`config.mk`:
```
export PLATFORM = sky130hd
export DESIGN_NAME = pw_lockout_ctrl
export DESIGN_NICKNAME = d
export VERILOG_FILES = /design/src/rtl/pw_ctrl_pkg.sv /design/src/rtl/pw_prescaler.sv /design/src/rtl/pw_lockout_ctrl.sv
export SDC_FILE = /design/constraint.sdc
export NUM_CORES = 1
export LEC_CHECK = 0
export ABC_AREA = 1
export BUFFER_PORTS_ARGS = -buffer_cell sky130_fd_sc_hd__clkbuf_2
export CORE_UTILIZATION = 41
export DETAILED_ROUTE_END_ITERATION = 12
export PLACE_DENSITY_LB_ADDON = 0.2
export SYNTH_ARGS = -nofsm -noshare
export SYNTH_HDL_FRONTEND = slang
export SYNTH_SLANG_ARGS = --single-unit
```
`constraint.sdc`:
```
create_clock -name clk -period 3.45 [get_ports clk]
set_input_delay 0.69 -clock clk [delete_from_list [all_inputs] [get_ports clk]]
set_output_delay 0.69 -clock clk [all_outputs]
set_load 0.03 [all_outputs]
```
`src/rtl/pw_ctrl_pkg.sv`:
```
// Shared types and sizing helpers for the password lockout controller.
package pw_ctrl_pkg;

  typedef enum logic [1:0] {
    ST_IDLE     = 2'd0,
    ST_UNLOCKED = 2'd1,
    ST_LOCKED   = 2'd2
  } state_e;

  localparam int DEFAULT_PRESC_BITS    = 4;
  localparam int DEFAULT_MAX_FAILS     = 3;
  localparam int DEFAULT_LOCK_TICKS    = 8;
  localparam int DEFAULT_SESSION_TICKS = 16;

  // Bits needed to hold a failure count from 0 up to and including max_fails.
  function automatic int fail_cnt_width(input int max_fails);
    int w;
    w = (max_fails < 1) ? 1 : $clog2(max_fails + 1);
    return w;
  endfunction

  // Bits needed for a tick counter that runs 0 .. (longest window - 1).
  function automatic int tick_cnt_width(input int lock_ticks, input int session_ticks);
    int longest;
    int w;
    longest = (lock_ticks > session_ticks) ? lock_ticks : session_ticks;
    w = (longest <= 2) ? 1 : $clog2(longest);
    return w;
  endfunction

endpackage

```
`src/rtl/pw_prescaler.sv`:
```
// Free-running prescaler: emits a one-cycle tick every 2**PRESC_BITS clocks.
// A synchronous clear restarts the count so a new timing window starts aligned.
module pw_prescaler #(
  parameter int PRESC_BITS = 4
) (
  input  logic clk,
  input  logic rst,
  input  logic clear,
  output logic tick
);

  logic [PRESC_BITS-1:0] cnt_q;
  logic [PRESC_BITS-1:0] cnt_d;

  // Next count: restart on clear, otherwise count up and wrap naturally.
  always_comb begin
    cnt_d = cnt_q + 1'b1;
    if (clear) begin
      cnt_d = '0;
    end
  end

  // Count register with asynchronous reset.
  always_ff @(posedge clk or posedge rst) begin
    if (rst) begin
      cnt_q <= '0;
    end else begin
      cnt_q <= cnt_d;
    end
  end

  assign tick = (cnt_q == {PRESC_BITS{1'b1}});

endmodule

```
`src/rtl/pw_lockout_ctrl.sv`:
```
// Password lockout controller: counts failed attempts, locks out for a fixed
// time after too many failures, and grants a session window that is renewed
// by activity and closed by logout or inactivity timeout.
module pw_lockout_ctrl
  import pw_ctrl_pkg::*;
#(
  parameter int PRESC_BITS    = DEFAULT_PRESC_BITS,
  parameter int MAX_FAILS     = DEFAULT_MAX_FAILS,
  parameter int LOCK_TICKS    = DEFAULT_LOCK_TICKS,
  parameter int SESSION_TICKS = DEFAULT_SESSION_TICKS
) (
  input  logic                           clk,
  input  logic                           rst,
  input  logic                           attempt_valid,
  input  logic                           attempt_ok,
  input  logic                           logout,
  input  logic                           activity,
  output logic                           attempt_ready,
  output logic                           access_en,
  output logic                           locked,
  output logic [$clog2(MAX_FAILS+1)-1:0] fail_cnt,
  output logic                           expired
);

  localparam int FAIL_W = fail_cnt_width(MAX_FAILS);
  localparam int TICK_W = tick_cnt_width(LOCK_TICKS, SESSION_TICKS);

  localparam logic [FAIL_W-1:0] FAIL_MAX     = FAIL_W'(MAX_FAILS);
  localparam logic [FAIL_W-1:0] FAIL_LAST    = FAIL_W'(MAX_FAILS - 1);
  localparam logic [TICK_W-1:0] LOCK_LAST    = TICK_W'(LOCK_TICKS - 1);
  localparam logic [TICK_W-1:0] SESSION_LAST = TICK_W'(SESSION_TICKS - 1);

  state_e              state_q, state_d;
  logic [FAIL_W-1:0]   fail_cnt_q, fail_cnt_d;
  logic [TICK_W-1:0]   tick_cnt_q, tick_cnt_d;
  logic                expired_q, expired_d;
  logic                presc_clr;
  logic                tick;

  pw_prescaler #(
    .PRESC_BITS(PRESC_BITS)
  ) u_prescaler (
    .clk  (clk),
    .rst  (rst),
    .clear(presc_clr),
    .tick (tick)
  );

  // Next-state logic: attempt handling in IDLE, timed exits from LOCKED and
  // UNLOCKED, with logout beating activity and activity beating timeout.
  always_comb begin
    state_d    = state_q;
    fail_cnt_d = fail_cnt_q;
    tick_cnt_d = tick_cnt_q;
    expired_d  = 1'b0;
    presc_clr  = 1'b0;

    case (state_q)
      ST_IDLE: begin
        if (attempt_valid) begin
          if (attempt_ok) begin
            state_d    = ST_UNLOCKED;
            fail_cnt_d = '0;
            tick_cnt_d = '0;
            presc_clr  = 1'b1;
          end else if (fail_cnt_q == FAIL_LAST) begin
            state_d    = ST_LOCKED;
            fail_cnt_d = FAIL_MAX;
            tick_cnt_d = '0;
            presc_clr  = 1'b1;
          end else begin
            fail_cnt_d = fail_cnt_q + 1'b1;
          end
        end
      end

      ST_LOCKED: begin
        if (tick) begin
          if (tick_cnt_q == LOCK_LAST) begin
            state_d    = ST_IDLE;
            fail_cnt_d = '0;
            tick_cnt_d = '0;
          end else begin
            tick_cnt_d = tick_cnt_q + 1'b1;
          end
        end
      end

      ST_UNLOCKED: begin
        if (logout) begin
          state_d    = ST_IDLE;
          tick_cnt_d = '0;
        end else if (activity) begin
          tick_cnt_d = '0;
          presc_clr  = 1'b1;
        end else if (tick) begin
          if (tick_cnt_q == SESSION_LAST) begin
            state_d    = ST_IDLE;
            tick_cnt_d = '0;
            expired_d  = 1'b1;
          end else begin
            tick_cnt_d = tick_cnt_q + 1'b1;
          end
        end
      end

      default: begin
        state_d    = ST_IDLE;
        fail_cnt_d = '0;
        tick_cnt_d = '0;
      end
    endcase
  end

  // State, counters and the expiry pulse, all cleared by asynchronous reset.
  always_ff @(posedge clk or posedge rst) begin
    if (rst) begin
      state_q    <= ST_IDLE;
      fail_cnt_q <= '0;
      tick_cnt_q <= '0;
      expired_q  <= 1'b0;
    end else begin
      state_q    <= state_d;
      fail_cnt_q <= fail_cnt_d;
      tick_cnt_q <= tick_cnt_d;
      expired_q  <= expired_d;
    end
  end

  assign attempt_ready = (state_q == ST_IDLE);
  assign access_en     = (state_q == ST_UNLOCKED);
  assign locked        = (state_q == ST_LOCKED);
  assign fail_cnt      = fail_cnt_q;
  assign expired       = expired_q;

endmodule

```
== Word-level counts from Yosys, hierarchy flattened ==
Index checks and enable logic that the tools add are counted.
Word-level totals
  register bits after elaboration: 13
  bits in latches: 0
  memory bits (writable): 0
  memory bits (read-only): 0
  input port bits: 6
  output and inout port bits: 6
  memories kept: 0
Operators by class
  $add $sub $neg: 3
  $mul: 0
  div/mod/pow operators: 0
  $lt $le $gt $ge: 0
  eq/ne operators: 14
  shift-type cells: 0
  multiplexer cells: 36
  bitwise gates (word level): 1
  reduce and logical (&&, ||, !) cells: 4
Operators by type and width (number)
  4-bit two-way mux: 10
  2-bit two-way mux: 12
  2-bit case mux with 3 select lines: 2
  4-bit case mux with 3 select lines: 1
  1-bit two-way mux: 10
  3-bit by 2-bit inequality test with 1-bit output, second input constant: 3
  4-bit by 1-bit adder with 4-bit output, second input constant: 2
  4-bit equality test, second input constant: 2
  4-bit AND reduction: 2
  7-bit AND reduction: 1
  2-bit equality test, second input constant: 2
  4-bit by 3-bit equality test with 1-bit output, second input constant: 1
  2-bit by 1-bit inequality test with 1-bit output, second input constant: 2
  4-bit by 3-bit inequality test with 1-bit output, second input constant: 1
  3-bit inequality test, second input constant: 1
  2-bit by 1-bit adder with 2-bit output, second input constant: 1
  2-bit by 1-bit equality test with 1-bit output, second input constant: 1
  2-bit logical NOT: 1
  2-bit inequality test, second input constant: 1
  1-bit case mux with 2 select lines: 1
  1-bit NOT: 1

== Longest topological paths before layout ==
Gate-level depths: netlist of run 1.
  depth in word-level cells: 6
  gate-level depth with buffers: 10

== Cells and area by module ==
From an unflattened synthesis of run 1, not the netlist that was laid out.
Unflattened totals
  cell total of the unflattened synthesis: 121
  area, all modules: 858.3 um2
By module, submodules not included
  pw_lockout_ctrl: instances 1, cells each 100, area each 679.4 um2, sequential area each 225.2 um2
  pw_prescaler: instances 1, cells each 21, area each 178.9 um2, sequential area each 100.1 um2

== Worst setup path after synthesis of run 1 ==
OpenSTA, ideal clock, no wires.
  path type: register to output
  start point: register state_q[0]
  end point: output port attempt_ready
  arrival: 859 ps
  setup slack: 1901 ps
  cell stages (with the launch flop): 3
  path buffers: 0
  path through: dfrtp_1 -> inv_1 -> ha_1
On the way
  longest elaborated chain between the ends: 1
RTL lines
  from (decl): RTL line pw_lockout_ctrl.sv:33  | state_e state_q, state_d;
  from (signal assigned): RTL line pw_lockout_ctrl.sv:123  | state_q <= state_d;
  2-bit logical NOT: RTL line pw_lockout_ctrl.sv:130  | assign attempt_ready = (state_q == ST_IDLE);
  to (decl): RTL line pw_lockout_ctrl.sv:18  | output logic attempt_ready,
Every way passes these cells.

== Final worst setup path of run 1 ==
  start point: register state_q[1]
  end point: output port attempt_ready
Same word-level chain as after synthesis.

==> results of run 1 <==
## cell usage in the layout, fill, tap and decap left out, drive strengths merged
| master | Yosys | routed |
|---|---|---|
| a21oi | 1 | 1 |
| clkbuf | 0 | 15 |
| clkinv | 1 | 1 |
| dfrtp | 13 | 13 |
| ha | 6 | 6 |
| inv | 16 | 16 |
| nand2 | 34 | 34 |
| nand3 | 12 | 12 |
| nand4 | 1 | 1 |
| nor2 | 13 | 13 |
| nor3 | 1 | 1 |
| o21ai | 9 | 9 |
| or2 | 1 | 1 |
| xnor2 | 1 | 1 |
| xor2 | 1 | 1 |
## state kept, by name, indices dropped and copies added, names as in the netlist
signal	count
fail_cnt	2
state_q	2
tick_cnt_q	4
expired	1
u_prescaler.cnt_q	4
## final cells by class
cell class	count	area [um2]	share of cell area (%)
multi-input cells	80	424	45.8
flip-flops and latches	13	325	35.1
inverters	17	63.8	6.89
repair buffers	11	55.1	5.95
well taps	25	31.3	3.38
clock buffers	4	26.3	2.84
## per-stage QoR
step / worst slack, ns / area, um2
global route: 1.37 / 926
detailed placement: 1.73 / 900
global placement: 1.80 / 900
floorplan: 1.90 / 813
CTS: 1.43 / 926
finish: 1.45 / 926
## cell families (layout without fill, tap and decap cells)
kind of cell | count (synthesis) | count (layout) | share of synthesized area (%)
and+or+nand+nor | 62 | 62 | 34.6
buffers and inverters | 17 | 32 | 7.84
DFF | 13 | 13 | 40.0
AOI/OAI and AO/OA | 10 | 10 | 6.15
adders and majority gates | 6 | 6 | 9.23
xor gates and xnor gates | 2 | 2 | 2.15
## critical path: stages (launching register included)
cell and delay [ns]:
sky130_fd_sc_hd__dfrtp_1 0.40, sky130_fd_sc_hd__inv_1 0.09, sky130_fd_sc_hd__ha_1 0.29, sky130_fd_sc_hd__clkbuf_2 0.25
## power by group
part / total, mW / internal (mW) / switching [mW]
registers: 0.242 / 0.202 / 0.0405
clock network: 0.0963 / 0.0448 / 0.0515
logic: 0.382 / 0.131 / 0.251
## worst paths after layout
path,cells past startpoint,to,startpoint
setup / recovery,3,attempt_ready,state_q[1]$_DFFE_PP0P_
min in group clk,1,u_prescaler.cnt_q[0]$_DFF_PP0_,u_prescaler.cnt_q[0]$_DFF_PP0_
hold / removal,2,tick_cnt_q[0]$_DFFE_PP0P_,rst
setup reg to reg,8,state_q[1]$_DFFE_PP0P_,state_q[1]$_DFFE_PP0P_
max in group asynchronous,2,tick_cnt_q[1]$_DFFE_PP0P_,rst
hold reg to reg,1,u_prescaler.cnt_q[0]$_DFF_PP0_,u_prescaler.cnt_q[0]$_DFF_PP0_
## metal layers
layer  track usage (%)  share of wire [%]
met5                 0                  0
met4              7.06               0.88
met3              3.53                4.2
met2              23.3                 44
met1              23.3                 50
==> impl_metrics.prom, run 1 <==
# TYPE chip_impl_metric gauge
chip_impl_info{name="status",value="completed"} 1
chip_impl_metric{name="finalClockSkew",unit="ns"} 0.00163
chip_impl_metric{name="grt_overflow_total",unit=""} 0
chip_impl_metric{name="synth-seq-area-share",unit="%"} 40.0
chip_impl_metric{name="hold_slack",unit="ns"} 0.406
chip_impl_info{name="holdCritPathClass",value="input port to async pin"} 1
chip_impl_metric{name="firstDrtPassIters",unit=""} 4
chip_impl_metric{name="drt_first_iter_violations",unit=""} 8
chip_impl_info{name="synth.most_common_cell",value="sky130_fd_sc_hd__nand2_1"} 1
chip_impl_metric{name="fillers",unit=""} 187
chip_impl_metric{name="synth.top_cell.area_share",unit="%"} 40.0
chip_impl_metric{name="share_of_the_core_filled_with_cells",unit="%"} 51.9
chip_impl_metric{name="dp.cells",unit=""} 146
chip_impl_metric{name="cts_post_setup_buffers_inserted",unit=""} 0
chip_impl_metric{name="final.period_utilization",unit="%"} 58.0
chip_impl_metric{name="report.final.hold_viol_count",unit=""} 0
chip_impl_metric{name="timing.slew.headroom",unit="%"} 66.9
chip_impl_metric{name="final_cell_count_no_fill",unit=""} 150
chip_impl_metric{name="wire_per_inst",unit="um"} 9.82
chip_impl_metric{name="place_hpwl",unit="mm"} 1.19
chip_impl_metric{name="cts_max_path_buffers",unit=""} 2
chip_impl_metric{name="drc",unit=""} 0
chip_impl_metric{name="grt_start_max_net_pins",unit=""} 14
chip_impl_info{name="critPathCaptureType",value="output port"} 1
chip_impl_info{name="root_buffer",value="sky130_fd_sc_hd__clkbuf_4"} 1
chip_impl_metric{name="required",unit="ns"} 2.76
chip_impl_metric{name="net_count_after_synthesis",unit=""} 122
chip_impl_metric{name="postSynthAreaPerCell",unit="um2"} 7.39
chip_impl_metric{name="setup_tns",unit="ns"} 0
chip_impl_metric{name="p_total",unit="mW"} 0.720
chip_impl_metric{name="timing.final.crit_period",unit="ns"} 2.00
chip_impl_metric{name="cts_buffers",unit=""} 3
chip_impl_metric{name="area_growth",unit="%"} 13.8
chip_impl_metric{name="grtUsageTotal",unit="%"} 16.3
chip_impl_metric{name="io_pins",unit=""} 12
chip_impl_info{name="synth_commonest_cells",value="32 x sky130_fd_sc_hd__nand2_1, 15 x sky130_fd_sc_hd__inv_1, 13 x sky130_fd_sc_hd__dfrtp_1"} 1
chip_impl_metric{name="max-cap-violations",unit=""} 0
chip_impl_metric{name="final-setup-viol-count",unit=""} 0
chip_impl_metric{name="cts_repair_resize_count",unit=""} 0
chip_impl_metric{name="postSynth.asyncResetShare",unit="%"} 100
chip_impl_metric{name="clkLatencyLatePin",unit="ns"} 0.27
chip_impl_metric{name="io_buffer_count",unit=""} 11
chip_impl_metric{name="final_net_count",unit=""} 138
chip_impl_metric{name="regToRegSetupSlack",unit="ns"} 1.98
chip_impl_metric{name="ys.warnings.count",unit=""} 0
chip_impl_metric{name="p_per_area",unit="mW/mm2"} 778
chip_impl_metric{name="vdd_drop_max",unit="uV"} 425
chip_impl_metric{name="syn_area",unit="um2"} 813
chip_impl_info{name="post-synth-top-area-cell",value="sky130_fd_sc_hd__dfrtp_1"} 1
chip_impl_info{name="synthFlopType",value="sky130_fd_sc_hd__dfrtp_1"} 1
chip_impl_metric{name="slew_viol_final",unit=""} 0
chip_impl_metric{name="clkTransAtPathRegs",unit="ns"} 0.08
chip_impl_metric{name="final_antenna_net_count",unit=""} 0
chip_impl_info{name="synth_top_cells_by_area",value="sky130_fd_sc_hd__dfrtp_1 40%, sky130_fd_sc_hd__nand2_1 15%, sky130_fd_sc_hd__ha_1 9.2%"} 1
chip_impl_metric{name="critical_path.max_fanout",unit=""} 7
chip_impl_metric{name="globalplace.congestion",unit=""} 0.809
chip_impl_metric{name="netlist_instances",unit=""} 110
chip_impl_metric{name="starting_density_of_the_core",unit="%"} 45.6
chip_impl_metric{name="die_width",unit="um"} 46.5
chip_impl_metric{name="chipHeight",unit="um"} 46.5
chip_impl_metric{name="fp.coreArea",unit="mm2"} 0.00178
chip_impl_metric{name="synth_cell_type_count",unit=""} 19
chip_impl_info{name="cts_tree",value="built"} 1
chip_impl_metric{name="tritoncts_num_sinks",unit=""} 13
chip_impl_metric{name="achievable-frequency",unit="GHz"} 0.500
chip_impl_metric{name="grt_pass1_wl",unit="mm"} 2.49
chip_impl_metric{name="route.detailed.vias_per_inst",unit=""} 4.63
chip_impl_metric{name="num_vias",unit=""} 695
chip_impl_metric{name="fraction_of_final_layout_cells_sized_beyond_drive_strength_1",unit="%"} 19.2
chip_impl_info{name="critical_path_class",value="flop to output port"} 1
chip_impl_metric{name="number_of_register_bits_inferred_by_synthesis",unit=""} 13
chip_impl_metric{name="post_cts_hold_buffer_count",unit=""} 0
chip_impl_metric{name="synth_edf_count",unit=""} 0
chip_impl_metric{name="initial_antenna_violation_count",unit=""} 0
chip_impl_metric{name="design.die.area",unit="mm2"} 0.00217
chip_impl_metric{name="antenna_cells",unit=""} 0
chip_impl_metric{name="totalWireLength",unit="mm"} 1.47
chip_impl_metric{name="core.rowCount",unit=""} 15
chip_impl_metric{name="max_slew.worst_pin.slew",unit="ns"} 0.496
chip_impl_metric{name="worstPathArrival",unit="ns"} 1.31
chip_impl_metric{name="htree_levels",unit=""} 1
chip_impl_metric{name="p_leak",unit="nW"} 0.505
chip_impl_info{name="rsz0062_at_grt",value="no"} 1
chip_impl_metric{name="vias_in_the_first_global_route",unit=""} 572
chip_impl_info{name="timing.critical_path.from_type",value="flop"} 1
Power figures use the tool's default switching activity.
==> run 2, diff against run 1 <==
==> constraint.sdc (replaced) <==
create_clock -name clk -period 1.7 [get_ports clk]
set_input_delay 0.34 -clock clk [delete_from_list [all_inputs] [get_ports clk]]
set_output_delay 0.34 -clock clk [all_outputs]
set_load 0.03 [all_outputs]
==> run 2 against run 1 <==
Compared with the run above:
- non-clock buffer count did not move
- core utilization rose by 0.14 points
- via count fell by 0.72%
- hold slack got worse by 0.35 ns
- sequential cell count did not move
- critical path depth did not move
- register-to-register slack got worse by 1.7 ns
- sequential power rose by 100%
- routed wire length rose by 5.5%
- global-route usage rose by 1.2 points
- combinational power rose by 110%
- critical endpoint unchanged
- largest cell class unchanged
- largest power group unchanged
- highest routed layer unchanged
==> impl_metrics.prom, run 2 (synthesized netlist as in run 1, its figures left out) <==
# TYPE chip_impl_metric gauge
chip_impl_info{name="status",value="completed"} 1
chip_impl_metric{name="report.final.hold_viol_count",unit=""} 0
chip_impl_metric{name="drc",unit=""} 0
chip_impl_metric{name="cts_max_path_buffers",unit=""} 2
chip_impl_metric{name="timing.final.crit_period",unit="ns"} 1.58
chip_impl_metric{name="p_total",unit="mW"} 1.49
chip_impl_metric{name="design.die.area",unit="mm2"} 0.00217
chip_impl_metric{name="io_pins",unit=""} 12
chip_impl_metric{name="totalWireLength",unit="mm"} 1.55
chip_impl_metric{name="antenna_cells",unit=""} 0
chip_impl_metric{name="grt_pass1_wl",unit="mm"} 2.64
chip_impl_info{name="root_buffer",value="sky130_fd_sc_hd__clkbuf_4"} 1
chip_impl_metric{name="drt_first_iter_violations",unit=""} 14
chip_impl_metric{name="p_per_area",unit="mW/mm2"} 1610
chip_impl_metric{name="critical_path.max_fanout",unit=""} 7
chip_impl_metric{name="globalplace.congestion",unit=""} 0.811
chip_impl_metric{name="vias_in_the_first_global_route",unit=""} 631
chip_impl_info{name="rsz0062_at_grt",value="no"} 1
chip_impl_info{name="worstPathCellList",value="inv_1, ha_2, clkbuf_2"} 1
chip_impl_metric{name="slew_viol_final",unit=""} 0
chip_impl_metric{name="final_net_count",unit=""} 138
chip_impl_metric{name="achievable-frequency",unit="GHz"} 0.632
chip_impl_metric{name="post_cts_hold_buffer_count",unit=""} 0
chip_impl_metric{name="vdd_drop_max",unit="uV"} 1070
chip_impl_metric{name="critical-path-max-stage-delay",unit="ns"} 0.40
chip_impl_metric{name="place_hpwl",unit="mm"} 1.22
chip_impl_info{name="cts_tree",value="built"} 1
chip_impl_metric{name="area_growth",unit="%"} 14.2
chip_impl_metric{name="chipHeight",unit="um"} 46.5
chip_impl_metric{name="wire_per_inst",unit="um"} 10.4
chip_impl_metric{name="clkTransAtPathRegs",unit="ns"} 0.08
chip_impl_metric{name="die_width",unit="um"} 46.5
chip_impl_info{name="timing.critical_path.from_type",value="flop"} 1
chip_impl_metric{name="clkLatencyLatePin",unit="ns"} 0.27
chip_impl_metric{name="max-cap-violations",unit=""} 0
chip_impl_metric{name="share_of_the_core_filled_with_cells",unit="%"} 52.1
chip_impl_metric{name="p_leak",unit="nW"} 0.504
chip_impl_metric{name="io_buffer_count",unit=""} 11
chip_impl_metric{name="core.rowCount",unit=""} 15
chip_impl_metric{name="worstPathArrival",unit="ns"} 1.24
chip_impl_metric{name="setup_tns",unit="ns"} 0
chip_impl_info{name="layout.cells.most_common",value="sky130_fd_sc_hd__nand2_1"} 1
chip_impl_metric{name="timing.slew.headroom",unit="%"} 66.5
chip_impl_metric{name="grt_start_max_net_pins",unit=""} 14
chip_impl_metric{name="grtUsageTotal",unit="%"} 17.6
chip_impl_metric{name="starting_density_of_the_core",unit="%"} 45.6
chip_impl_info{name="reg_top3",value="tick_cnt_q: 4 flops, u_prescaler.cnt_q: 4 flops"} 1
chip_impl_metric{name="route.detailed.vias_per_inst",unit=""} 4.60
chip_impl_info{name="final_cell_mix",value="32 x sky130_fd_sc_hd__nand2_1, 15 x sky130_fd_sc_hd__inv_1, 13 x sky130_fd_sc_hd__dfrtp_1, 11 x sky130_fd_sc_hd__clkbuf_2, 10 x sky130_fd_sc_hd__nor2_1"} 1
chip_impl_metric{name="firstDrtPassIters",unit=""} 4
chip_impl_info{name="critical_path_class",value="flop to output port"} 1
chip_impl_metric{name="fraction_of_final_layout_cells_sized_beyond_drive_strength_1",unit="%"} 20.0
chip_impl_metric{name="fp.coreArea",unit="mm2"} 0.00178
chip_impl_info{name="critPathCaptureType",value="output port"} 1
chip_impl_metric{name="finalClockSkew",unit="ns"} 0.00189
chip_impl_metric{name="htree_levels",unit=""} 1
chip_impl_metric{name="final-setup-viol-count",unit=""} 0
chip_impl_info{name="holdCritPathClass",value="input port to async pin"} 1
chip_impl_metric{name="tritoncts_num_sinks",unit=""} 13
chip_impl_metric{name="required",unit="ns"} 1.36
chip_impl_metric{name="initial_antenna_violation_count",unit=""} 0
chip_impl_metric{name="num_vias",unit=""} 690
chip_impl_metric{name="max_slew.worst_pin.slew",unit="ns"} 0.502
chip_impl_info{name="critical_path.slowest_cell",value="sky130_fd_sc_hd__dfrtp_1"} 1
chip_impl_metric{name="final_antenna_net_count",unit=""} 0
chip_impl_metric{name="grt_overflow_total",unit=""} 0
chip_impl_metric{name="final.period_utilization",unit="%"} 93.0
chip_impl_metric{name="cts_buffers",unit=""} 3
==> run 2: worst paths after layout <==
path	cells after the start	start	slack, ns	endpoint
worst max-delay path	3	state_q[0]$_DFFE_PP0P_	0.12	attempt_ready
min in group clk	4	activity	0.37	expired$_DFF_PP0_
worst min-delay path	2	rst	0.06	tick_cnt_q[2]$_DFFE_PP0P_
max in group asynchronous	2	rst	1.31	state_q[0]$_DFFE_PP0P_
worst max register to register	7	state_q[0]$_DFFE_PP0P_	0.29	state_q[1]$_DFFE_PP0P_
worst min register to register	1	u_prescaler.cnt_q[0]$_DFF_PP0_	0.47	u_prescaler.cnt_q[0]$_DFF_PP0_
==> run 2: timing repair <==
| action | 4_1_cts | 5_1_grt |
|---|---|---|
| endpoints found under the hold margin | 0 | 0 |
| endpoints found under the setup margin | 0 | 1 |
| setup buffers | 0 | 0 |
| gates resized for setup | 0 | 1 |
==> run 2: per-layer routing <==
metal	GRT usage (%)	vias to the layer above	share of wire, %
met1	23.3	301	50
met5	0	-	0
met4	8.82	0	1.2
met2	27.5	11	45
met3	2.35	4	3.3
li1	-	374	-
==> run 2: critical path, delay by kind of cell, from the launching register on <==
kind | cells | cell delay [ns]
fa+ha+maj | 1 | 0.25
flops | 1 | 0.40
buf+inv | 2 | 0.32
==> run 2: stage by stage <==
step | hold WS [ns] | instance area [um2] | setup WS, ns | cells
2_1_floorplan | 0.217 | 813 | 0.220 | 110
3_3_place_gp | 0.373 | 900 | 0.264 | 146
3_5_place_dp | 0.374 | 900 | 0.254 | 146
4_1_cts | 0.0799 | 926 | 0.0569 | 150
5_1_grt | 0.0984 | 928 | 0.0634 | 150
6_report | 0.0552 | 928 | 0.119 | 150
==> run 2: where the power goes <==
group	leakage [nW]	switching, mW	internal (mW)
clock network	0.0150	0.105	0.0909
registers	0.172	0.0823	0.409
logic	0.316	0.527	0.277
==> run 2: layout make-up <==
type	count	area [um2]
Fill cell	176	855
Multi-Input combinational cell	80	427
Sequential cell	13	325
Inverter	17	63.8
Timing Repair Buffer	11	55.1
Tap cell	25	31.3
Clock buffer	4	26.3
==> run 3, diff against run 2 <==
--- a/config.mk
+++ b/config.mk
@@ -7,7 +7,9 @@
 export LEC_CHECK = 0
 export ABC_AREA = 1
 export BUFFER_PORTS_ARGS = -buffer_cell sky130_fd_sc_hd__clkbuf_2
-export CORE_UTILIZATION = 41
+export CELL_PAD_IN_SITES_DETAIL_PLACEMENT = 1
+export CELL_PAD_IN_SITES_GLOBAL_PLACEMENT = 1
+export CORE_UTILIZATION = 35
 export DETAILED_ROUTE_END_ITERATION = 12
 export PLACE_DENSITY_LB_ADDON = 0.2
 export SYNTH_ARGS = -nofsm -noshare
==> run 3 against run 2 <==
Compared with the run above:
- clock-buffer cell count fell by 1
- sequential cell count did not move
- total power up 1.2%
- final area is 0.54% higher
- largest power group unchanged
- critical path depth unchanged
- global-route usage rose by 0.32 points
- register-to-register slack is essentially flat
- combinational power rose by 1%
- via count increased by 7.1%
- sequential share of layout area shrank 0.19 points
- core utilization down 9.5 points
==> impl_metrics.prom, run 3 (synthesized netlist as in run 1, its figures left out) <==
# TYPE chip_impl_metric gauge
chip_impl_metric{name="drt_first_iter_violations",unit=""} 2
chip_impl_metric{name="tritoncts_num_sinks",unit=""} 13
chip_impl_metric{name="final.period_utilization",unit="%"} 94.8
chip_impl_metric{name="required",unit="ns"} 1.36
chip_impl_info{name="reg_top3",value="tick_cnt_q: 4 flops, u_prescaler.cnt_q: 4 flops"} 1
chip_impl_metric{name="cts_max_path_buffers",unit=""} 2
chip_impl_metric{name="switchingPower",unit="mW"} 0.737
chip_impl_metric{name="p_seq_share",unit="%"} 32.6
chip_impl_metric{name="fillers",unit=""} 297
chip_impl_metric{name="r2r.worst_path.cells",unit=""} 8
chip_impl_metric{name="setup_tns",unit="ns"} 0
chip_impl_info{name="start_of_the_worst_register_to_register_path",value="state_q[0]$_DFFE_PP0P_"} 1
chip_impl_info{name="cts_tree",value="built"} 1
chip_impl_metric{name="grt_overflow_total",unit=""} 0
chip_impl_metric{name="die_width",unit="um"} 50.2
chip_impl_metric{name="critical_path.max_fanout",unit=""} 4
chip_impl_metric{name="globalplace.congestion",unit=""} 0.751
chip_impl_metric{name="critical-path-max-stage-delay",unit="ns"} 0.41
chip_impl_metric{name="area_growth",unit="%"} 14.8
chip_impl_metric{name="ff_latch_area",unit="um2"} 325
chip_impl_metric{name="final-setup-viol-count",unit=""} 0
chip_impl_info{name="worstPathCellList",value="inv_1, ha_1, clkbuf_2"} 1
chip_impl_metric{name="slew_viol_final",unit=""} 0
chip_impl_metric{name="timing.final.crit_period",unit="ns"} 1.61
chip_impl_metric{name="achievable-frequency",unit="GHz"} 0.621
chip_impl_metric{name="cts_post_setup_buffers_inserted",unit=""} 0
chip_impl_metric{name="worstPathArrival",unit="ns"} 1.27
chip_impl_metric{name="vdd_drop_max",unit="uV"} 778
chip_impl_metric{name="htree_levels",unit=""} 1
chip_impl_info{name="rsz0062_at_grt",value="no"} 1
chip_impl_info{name="critical_path_class",value="flop to output port"} 1
chip_impl_metric{name="met2_usage",unit="%"} 27.3
chip_impl_info{name="worstReg2RegEnd",value="state_q[1]$_DFFE_PP0P_"} 1
chip_impl_metric{name="starting_density_of_the_core",unit="%"} 37.1
chip_impl_metric{name="design.die.area",unit="mm2"} 0.00252
chip_impl_metric{name="totalWireLength",unit="mm"} 1.81
chip_impl_metric{name="clkTransAtPathRegs",unit="ns"} 0.09
chip_impl_metric{name="final_antenna_net_count",unit=""} 0
chip_impl_info{name="top_usage_layer",value="met2"} 1
chip_impl_metric{name="antenna_cells",unit=""} 0
chip_impl_metric{name="sw_frac_of_total",unit="%"} 48.8
chip_impl_info{name="holdCritPathClass",value="input port to async pin"} 1
chip_impl_metric{name="cts_buffers",unit=""} 3
chip_impl_info{name="layout.cells.most_common",value="sky130_fd_sc_hd__nand2_1"} 1
chip_impl_metric{name="share_clk_of_total_power",unit="%"} 13.5
chip_impl_info{name="crit_path_start",value="state_q[0]$_DFFE_PP0P_"} 1
chip_impl_metric{name="fp.coreArea",unit="mm2"} 0.00219
chip_impl_metric{name="p_per_area",unit="mW/mm2"} 1620
chip_impl_metric{name="initial_antenna_violation_count",unit=""} 0
chip_impl_metric{name="regToRegSetupSlack",unit="ns"} 0.28
chip_impl_metric{name="groute.layer.met3.usage",unit="%"} 3.94
chip_impl_metric{name="max_slew.worst_pin.slew",unit="ns"} 0.521
chip_impl_metric{name="multi_input_comb_area",unit="um2"} 427
chip_impl_info{name="critPathCaptureType",value="output port"} 1
chip_impl_metric{name="grt_pass1_wl",unit="mm"} 3.25
chip_impl_metric{name="finalClockSkew",unit="ns"} 0.00537
chip_impl_metric{name="core.rowCount",unit=""} 17
chip_impl_info{name="root_buffer",value="sky130_fd_sc_hd__clkbuf_4"} 1
chip_impl_metric{name="vias_in_the_first_global_route",unit=""} 717
chip_impl_metric{name="io_buffer_count",unit=""} 11
chip_impl_metric{name="final_net_count",unit=""} 138
chip_impl_metric{name="timing.slew.headroom",unit="%"} 65.2
chip_impl_metric{name="global_route.usage.met1",unit="%"} 23.6
chip_impl_info{name="timing.critical_path.from_type",value="flop"} 1
chip_impl_info{name="critical_path.slowest_cell",value="sky130_fd_sc_hd__dfrtp_1"} 1
chip_impl_metric{name="grtUsageTotal",unit="%"} 17.9
chip_impl_metric{name="io_pins",unit=""} 12
chip_impl_metric{name="power.share.combinational",unit="%"} 53.8
chip_impl_metric{name="p_leak",unit="nW"} 0.506
chip_impl_metric{name="worst_slack",unit="ns"} 0.0887
chip_impl_metric{name="chipHeight",unit="um"} 50.2
chip_impl_info{name="status",value="completed"} 1
chip_impl_metric{name="power.internal",unit="mW"} 0.773
chip_impl_metric{name="fraction_of_final_layout_cells_sized_beyond_drive_strength_1",unit="%"} 20.8
chip_impl_metric{name="place_hpwl",unit="mm"} 1.47
chip_impl_metric{name="place_ws",unit="ns"} 0.225
chip_impl_metric{name="post_cts_hold_buffer_count",unit=""} 0
chip_impl_metric{name="grt_start_max_net_pins",unit=""} 14
chip_impl_metric{name="route.detailed.vias_per_inst",unit=""} 4.83
chip_impl_metric{name="num_vias",unit=""} 739
chip_impl_metric{name="drc",unit=""} 0
chip_impl_metric{name="report.final.hold_viol_count",unit=""} 0
chip_impl_metric{name="clkLatencyLatePin",unit="ns"} 0.29
chip_impl_metric{name="max-cap-violations",unit=""} 0
chip_impl_info{name="final_cell_mix",value="32 x sky130_fd_sc_hd__nand2_1, 15 x sky130_fd_sc_hd__inv_1, 13 x sky130_fd_sc_hd__dfrtp_1, 11 x sky130_fd_sc_hd__clkbuf_2, 10 x sky130_fd_sc_hd__nor2_1"} 1
chip_impl_metric{name="wire_per_inst",unit="um"} 11.8
chip_impl_metric{name="firstDrtPassIters",unit=""} 3
[run 3: cell count changes in the layout (fill, tap and decap cells not counted)]
cell,delta
sky130_fd_sc_hd__clkbuf_1,-1
sky130_fd_sc_hd__clkinv_2,+1
[run 3: worst max-delay path by stage]
stage,end,slack (ns)
finish,locked,0.09
floorplan,state_q[1]$_DFFE_PP0P_,0.22
global route,locked,0.0008
detailed placement,state_q[0]$_DFFE_PP0P_,0.22
global placement,state_q[0]$_DFFE_PP0P_,0.23
CTS,attempt_ready,0.01
[run 3: timing repair]
| item | in CTS | in global routing |
|---|---|---|
| setup endpoints to repair | 0 | 1 |
| resized for setup | 0 | 1 |
| endpoints found under the hold margin | 0 | 0 |
[run 3: cell type report]
| cell class | instances | share of cell area, % |
|---|---|---|
| repair buffers | 11 | 5.90 |
| well taps | 28 | 3.75 |
| clock buffers | 3 | 2.41 |
| inverters | 17 | 6.84 |
| flip-flops and latches | 13 | 34.9 |
| clock inverters | 1 | 0.536 |
| multi-input cells | 80 | 45.7 |
[run 3: critical path, delay by kind of cell, from the launching register on]
| family | cells | cell delay, ns |
|---|---|---|
| DFF | 1 | 0.41 |
| adders and majority gates | 1 | 0.25 |
| buffers and inverters | 2 | 0.34 |
[run 3: power by group through the flow]
stage                     Sequential [mW]  Clock (mW)  Combinational, mW
after CTS                           0.495       0.215              0.821
after global routing                0.508       0.226              0.934
final                               0.493       0.204              0.813
after detailed placement            0.503           0              0.813
after global placement              0.493           0              0.794
after floorplan                     0.523           0              0.590
[run 3: per-stage QoR]
step           instances  total power [mW]  instance area [um2]  util (%)  hold slack (ns)
2_1_floorplan        110              1.11                  813         -            0.217
3_3_place_gp         149              1.29                  903      41.2            0.378
3_5_place_dp         149              1.32                  903      41.2            0.399
4_1_cts              153              1.53                  931      42.5           0.0751
5_1_grt              153              1.67                  933      42.6            0.122
6_report             153              1.51                  933      42.6           0.0500
[run 3: metal layers]
metal / up-vias / part of all wire, %
met5: - / 0
met4: 0 / 1.4
met3: 4 / 3.4
met2: 10 / 48
met1: 353 / 47
li1: 372 / -
